==> src/rtl/alu_muldiv.sv <==
// EX-stage ALU: combinational R-type ops plus a shift-add multiply / restoring divide into HI/LO.
// Mul/div takes WIDTH+2 cycles per op; start is ignored while busy. There is no stall path.
module alu_muldiv #(
   parameter int WIDTH = 32
) (
   input  logic             clk,
   input  logic             reset,
   input  logic [WIDTH-1:0] A,
   input  logic [WIDTH-1:0] B,
   input  logic [3:0]       ALU_Ctl,
   input  logic             start,
   output logic [WIDTH-1:0] Output,
   output logic             Zero_Flag,
   output logic             busy,
   output logic             done,
   output logic [WIDTH-1:0] HI,
   output logic [WIDTH-1:0] LO
);

   localparam int CW = $clog2(WIDTH);

   typedef enum logic [1:0] {IDLE, RUN, FIX} state_t;

   state_t           state;
   logic [CW-1:0]    cnt;
   logic             is_div;
   logic             q_neg;
   logic             r_neg;
   logic             div_zero;
   logic [WIDTH-1:0] acc;
   logic [WIDTH-1:0] q;
   logic [WIDTH-1:0] m;

   logic             is_seq;
   logic             launch;
   logic             a_neg;
   logic             b_neg;
   logic [WIDTH-1:0] a_mag;
   logic [WIDTH-1:0] b_mag;
   logic [WIDTH:0]   add_sum;
   logic [WIDTH:0]   div_shift;
   logic [WIDTH:0]   div_diff;
   logic [2*WIDTH-1:0] prod;
   logic [2*WIDTH-1:0] prod_fix;
   logic [WIDTH-1:0] rem_fix;
   logic [WIDTH-1:0] quo_fix;

   assign is_seq = (ALU_Ctl[3:2] == 2'b10);
   assign launch = (state == IDLE) && start && is_seq;
   assign a_neg  = ALU_Ctl[0] & A[WIDTH-1];
   assign b_neg  = ALU_Ctl[0] & B[WIDTH-1];
   assign a_mag  = a_neg ? -A : A;
   assign b_mag  = b_neg ? -B : B;

   // One iteration step for each algorithm; acc:q acts as a shared double-width shift register.
   assign add_sum   = {1'b0, acc} + (q[0] ? {1'b0, m} : {(WIDTH+1){1'b0}});
   assign div_shift = {acc, q[WIDTH-1]};
   assign div_diff  = div_shift - {1'b0, m};

   assign prod     = {acc, q};
   assign prod_fix = q_neg ? -prod : prod;
   // Divide-by-zero leaves |A| in acc, so the dividend-sign fix-up restores A itself.
   assign rem_fix  = r_neg ? -acc : acc;
   assign quo_fix  = div_zero ? {WIDTH{1'b1}} : (q_neg ? -q : q);

   always_ff @(posedge clk or posedge reset) begin
      if (reset) begin
         state    <= IDLE;
         cnt      <= '0;
         busy     <= 1'b0;
         done     <= 1'b0;
         HI       <= '0;
         LO       <= '0;
         is_div   <= 1'b0;
         q_neg    <= 1'b0;
         r_neg    <= 1'b0;
         div_zero <= 1'b0;
         acc      <= '0;
         q        <= '0;
         m        <= '0;
      end else begin
         done <= 1'b0;
         case (state)
            IDLE: begin
               if (launch) begin
                  state    <= RUN;
                  busy     <= 1'b1;
                  cnt      <= '0;
                  is_div   <= ALU_Ctl[1];
                  q_neg    <= a_neg ^ b_neg;
                  r_neg    <= a_neg;
                  div_zero <= ALU_Ctl[1] && (B == '0);
                  acc      <= '0;
                  q        <= ALU_Ctl[1] ? a_mag : b_mag;
                  m        <= ALU_Ctl[1] ? b_mag : a_mag;
               end
            end
            RUN: begin
               cnt <= cnt + 1'b1;
               if (cnt == CW'(WIDTH-1))
                  state <= FIX;
               if (is_div) begin
                  if (!div_diff[WIDTH]) begin
                     acc <= div_diff[WIDTH-1:0];
                     q   <= {q[WIDTH-2:0], 1'b1};
                  end else begin
                     acc <= div_shift[WIDTH-1:0];
                     q   <= {q[WIDTH-2:0], 1'b0};
                  end
               end else begin
                  acc <= add_sum[WIDTH:1];
                  q   <= {add_sum[0], q[WIDTH-1:1]};
               end
            end
            FIX: begin
               state <= IDLE;
               busy  <= 1'b0;
               done  <= 1'b1;
               if (is_div) begin
                  HI <= rem_fix;
                  LO <= quo_fix;
               end else begin
                  HI <= prod_fix[2*WIDTH-1:WIDTH];
                  LO <= prod_fix[WIDTH-1:0];
               end
            end
            default: state <= IDLE;
         endcase
      end
   end

   always_comb begin
      Output = '0;
      case (ALU_Ctl)
         4'b0000: Output = A & B;
         4'b0001: Output = A | B;
         4'b0010: Output = A + B;
         4'b0110: Output = A - B;
         4'b0111: Output = {{(WIDTH-1){1'b0}}, ($signed(A) < $signed(B))};
         4'b1100: Output = ~(A | B);
         4'b1101: Output = HI;
         4'b1110: Output = LO;
         default: Output = '0;
      endcase
   end

   assign Zero_Flag = (Output == '0);

endmodule

==> config.mk <==
export PLATFORM = sky130hd
export DESIGN_NAME = alu_muldiv
export DESIGN_NICKNAME = d
export VERILOG_FILES = /design/src/rtl/alu_muldiv.sv
export SDC_FILE = /design/constraint.sdc
export NUM_CORES = 1
export LEC_CHECK = 0
export ABC_AREA = 1
export BUFFER_PORTS_ARGS = -buffer_cell sky130_fd_sc_hd__clkbuf_2
export CORE_AREA = 2 2 219 221
export DETAILED_ROUTE_END_ITERATION = 8
export DIE_AREA = 0 0 221 223
export PLACE_DENSITY = 0.8
export SKIP_CTS_REPAIR_TIMING = 1
export SLEW_MARGIN = 10
export SYNTH_ARGS = -nofsm -noshare
export SYNTH_HDL_FRONTEND = slang
export SYNTH_SLANG_ARGS = --single-unit
==> constraint.sdc <==
create_clock -name clk -period 14.2 [get_ports clk]
set_clock_uncertainty 0.1 [all_clocks]
set_input_delay 0.71 -clock clk [delete_from_list [all_inputs] [get_ports clk]]
set_output_delay 0.71 -clock clk [all_outputs]
set_load 0.05 [all_outputs]
==> results.txt <==
For the worst setup path, the data required time is 13390 ps. The arrival time of the worst setup path is 4430 ps, and the post-detailed-route via-to-cell ratio is 6.01. Excluding fillers, the count of instances in the completed layout stands at 4717.

The run gives 80 as the number of rows created at floorplan. The share of total power in combinational logic was 70.7%; the count of warnings emitted by yosys was 0. The die covers 49300 sq um.

The tools report the terminus of the critical flop-to-flop path as acc[10]. After layout, the worst path uses 36.9% of the clock period. For the net count after synthesis, the log shows 4256. The clock tree synthesis step divided the H-tree into 4 levels. The post-synth design cell area came out at 23200 sq um.

Setup repair after global routing left no endpoint under its margin. Sequential element share of the synthesized area: 18.7%. Of the total power, registers draw 19.8%. The signal on the critical path passes through clkbuf_2 -> buf_4 -> nor2_2 -> nand2_1 -> inv_2 -> nand2_1 -> o21ai_0 -> nor4_1 -> nand3_1 -> nor2_1 -> nand3_1 -> nor2_1 -> nand3_1 -> nor2_1 -> clkbuf_2.

The via count of the first global-routing pass was 26600; the post-synthesis to final-layout area growth was 7.81%. The run gives 61 as the number of distinct standard cells referenced by the synthesized netlist. Count of routing violations after the opening detailed-route iteration: 4129.

The largest stage delay on the critical path was 520 ps; the post-synthesis sequential element count was 173. The worst register-to-register path begins at q[31]. Mean instance size in the synthesized netlist: 5.79 sq um.

The total global routing track utilization came out at 43.9%. Counting instances in the post-synthesis netlist gives the leading cell types as sky130_fd_sc_hd__nand2_1 (1108), sky130_fd_sc_hd__inv_1 (613), sky130_fd_sc_hd__nor2_1 (502). For this design the static power due to leakage is 13.3 nW. In the final timing run, aggregate negative setup slack is 0 ps. The initial utilization of the core area, before any placement, comes to 49.2%.

The switching power as a share of total power is 59.3%, and the final count of hold timing violations is 0. Internal power comes to 1.98 mW. The logs give 4005 for the synthesized instance count and 4682 for the cell total after placement. Per report_power, the clock group accounts for 9.5% of the total. The type of element launching the critical path was an input pin.

By area the synthesized netlist is led by sky130_fd_sc_hd__dfrtp_1 (19%), sky130_fd_sc_hd__nand2_1 (18%), sky130_fd_sc_hd__inv_1 (9.9%). The transition at the pin with the smallest max-transition slack is 1190 ps, and the number of clock buffers inserted by TritonCTS is 17. After synthesis, the share of flip-flops with an asynchronous set or reset is 100%. The worst pin sits at a relative slew slack of 20.8%. The switching power of the nets is 2.89 mW. The detailed router placed 28300 vias in this run. The port buffer count was 169. Pin count of the biggest net entering global routing: 69. Mean routed wirelength per cell: 23.4 microns.

Summing all flip-flop and latch instances after layout gives 4330 sq um. The final routed DRC violation total was 0; the largest fanout on the critical path was 36. Critical path's top delay family: simple AND/OR/NAND/NOR gates. Counting every sink on the clock net gives 173. By instance count, the leading cell after synthesis is sky130_fd_sc_hd__nand2_1. In the synthesized netlist the dominant register cell turns out to be sky130_fd_sc_hd__dfrtp_1. The HPWL after detailed placement is 89400 microns. The critical path endpoint category was an output port.

The region available for standard cell placement spans 47100 sq um. Summing all multi-input logic gate instances after layout gives 16000 sq um. The tools report the maximum root-to-sink buffer count as 2. After detailed routing, the total wire length is 111000 microns. The total of fill cells in the finished design was 5128. At the end of the flow, the number of nets in the layout was 4337. The number of top-level pins was 170; the total buffers and inverters traversed by the critical path was 4.

For the finished layout, the period the worst path requires is 5240 ps. The die width works out to 221 microns. The synthesized design contains 0 enable-type register cells.

Setup violations remaining at the end of the flow were counted as 0. Across all hold checks on the routed design, the worst slack comes to 141 ps. The design draws 4.87 mW. The dominant cell type by area after synthesis is sky130_fd_sc_hd__dfrtp_1. The highest-delay cell along the critical path was sky130_fd_sc_hd__nand2_1. The number of iterations in the first detailed-routing pass is 6.

From bottom edge to top edge, the die measures 223 microns. Routability-driven placement finished with a final weighted congestion of 1.11. Clock-pin slew was measured on the worst setup and hold paths at 70 ps. The flow ran to the end, and the final reports show no timing, DRC or antenna violations. Counting cells, the worst reg-to-reg path comes to 16.

The fraction of synthesized cell area taken by the top area cell type works out to 18.7%. The worst min-delay path category was input pin to async pin. The remaining global-route overflow came out at 0. For this run, the top clock speed supported by timing is 191 MHz. The first-pass GRT wire length was 164000 microns; the number of antenna violations at the first check in global routing was 3. The internal reg-to-reg setup slack is 9730 ps.

Clock latency on the worst-skew pair, taken at its later pin, is 470 ps. Of the cells placed in the final design, the portion with a size suffix greater than 1 is 6.73%. For the post-detailed-route count of antenna-violating nets, the log shows 0. TritonCTS built the clock tree. Count of pins over their slew limit: 0. Clock tree synthesis selected as its root buffer the cell sky130_fd_sc_hd__clkbuf_16. VDD sags by at most 0.145 mV.

Max-cap violations in this run came to 0. The category of the most critical setup path is input pin to output port. The total power divided by cell area works out to 195 nW/um^2.
[power by group through the flow]
stage                     sequential (mW)  clock [mW]  combinational [mW]
after global placement              0.945           0                3.29
after global routing                0.972       0.476                3.79
final                               0.966       0.461                3.44
after detailed placement            0.945           0                3.32
after CTS                           0.939       0.456                3.34
after floorplan                     0.850           0                2.43
[metal layers]
layer	track usage [%]	vias to the layer above	share of wire, %
met3	9.18	558	10
met2	69.0	1818	43
met4	38.6	2	11
li1	-	13100	-
met1	50.9	12900	36
met5	0.0978	-	0.0072
[stage by stage]
stage | cell area [sq um] | util, % | setup slack, ps
2_1_floorplan | 23200 | - | 8700
3_3_place_gp | 24400 | 51.8 | 9120
3_5_place_dp | 24400 | 51.8 | 9150
4_1_cts | 25000 | 53.0 | 9140
5_1_grt | 25000 | 53.0 | 8800
6_report | 25000 | 53.0 | 8960
[layout by cell type (no fill, tap or decap), types with 7 or more instances in the layout]
master	n
sky130_fd_sc_hd__nand3b_1	8
sky130_fd_sc_hd__ha_1	176
sky130_fd_sc_hd__a22oi_1	23
sky130_fd_sc_hd__dfrtp_1	172
sky130_fd_sc_hd__nor3_1	51
sky130_fd_sc_hd__o21ai_1	15
sky130_fd_sc_hd__inv_2	7
sky130_fd_sc_hd__o221ai_1	16
sky130_fd_sc_hd__a21oi_1	219
sky130_fd_sc_hd__clkbuf_16	17
sky130_fd_sc_hd__inv_1	612
sky130_fd_sc_hd__nor4_1	14
sky130_fd_sc_hd__nor2_1	498
sky130_fd_sc_hd__clkbuf_2	169
sky130_fd_sc_hd__o21ai_0	244
sky130_fd_sc_hd__nand2_1	1108
sky130_fd_sc_hd__a31oi_1	22
sky130_fd_sc_hd__a21o_1	12
sky130_fd_sc_hd__o211ai_1	30
sky130_fd_sc_hd__xnor2_1	22
sky130_fd_sc_hd__buf_4	24
sky130_fd_sc_hd__xor2_1	95
sky130_fd_sc_hd__nand3_1	325
sky130_fd_sc_hd__nand4_1	63
sky130_fd_sc_hd__or2_2	11
sky130_fd_sc_hd__o21a_1	8
sky130_fd_sc_hd__o22ai_1	20
sky130_fd_sc_hd__o21bai_1	19
[worst reg2reg max path, cell delays in order, from the launching register on]
cell and delay, ps:
sky130_fd_sc_hd__dfrtp_1 530, sky130_fd_sc_hd__inv_1 430, sky130_fd_sc_hd__ha_1 230, sky130_fd_sc_hd__inv_1 70, sky130_fd_sc_hd__fa_1 480, sky130_fd_sc_hd__nand3_1 110, sky130_fd_sc_hd__nand2_1 110, sky130_fd_sc_hd__a21oi_2 300
sky130_fd_sc_hd__o21ai_2 150, sky130_fd_sc_hd__nand2_1 180, sky130_fd_sc_hd__nand2_1 100, sky130_fd_sc_hd__nand2_1 80, sky130_fd_sc_hd__nand2_2 160, sky130_fd_sc_hd__nor2_2 930, sky130_fd_sc_hd__nand2_1 180, sky130_fd_sc_hd__nand3b_1 150
sky130_fd_sc_hd__o21ai_1 70
[kinds of logic after synthesis]
logic type / after synthesis / synth area share (%)
AND/OR/NAND/NOR: 2111 / 37.9
buffers and inverters: 754 / 12.6
AO/OA/AOI/OAI: 670 / 16.6
adder cells (fa/ha/maj): 180 / 9.84
flip-flops: 173 / 18.7
XOR/XNOR: 117 / 4.42
[cell type report]
type / instances / area share, %
tap: 615 / 3.08
multi-input combinational: 3078 / 63.9
clock buffer: 19 / 1.77
timing repair buffer: 193 / 4.10
clock inverter: 13 / 0.435
sequential: 173 / 17.3
antenna: 3 / 0.0300
inverter: 623 / 9.39
[state kept, by name, indices dropped and copies added, names as in the netlist]
| name | count |
|---|---|
| q | 32 |
| cnt | 5 |
| state | 2 |
| q_neg | 1 |
| is_div | 1 |
| div_zero | 1 |
| LO | 32 |
| busy | 1 |
| done | 1 |
| acc | 32 |
| HI | 32 |
| r_neg | 1 |
| m | 32 |
[worst max-delay path by stage]
stage	start	end	slack [ps]	cells after the start
after global routing	ALU_Ctl[1]	Zero_Flag	8800	15
after floorplan	reset	HI[0]	8700	1
after global placement	ALU_Ctl[1]	Zero_Flag	9120	15
after CTS	ALU_Ctl[1]	Zero_Flag	9140	15
after detailed placement	ALU_Ctl[1]	Zero_Flag	9150	15
final	ALU_Ctl[1]	Zero_Flag	8960	15
No activity file was read; power rests on OpenSTA's default activity.
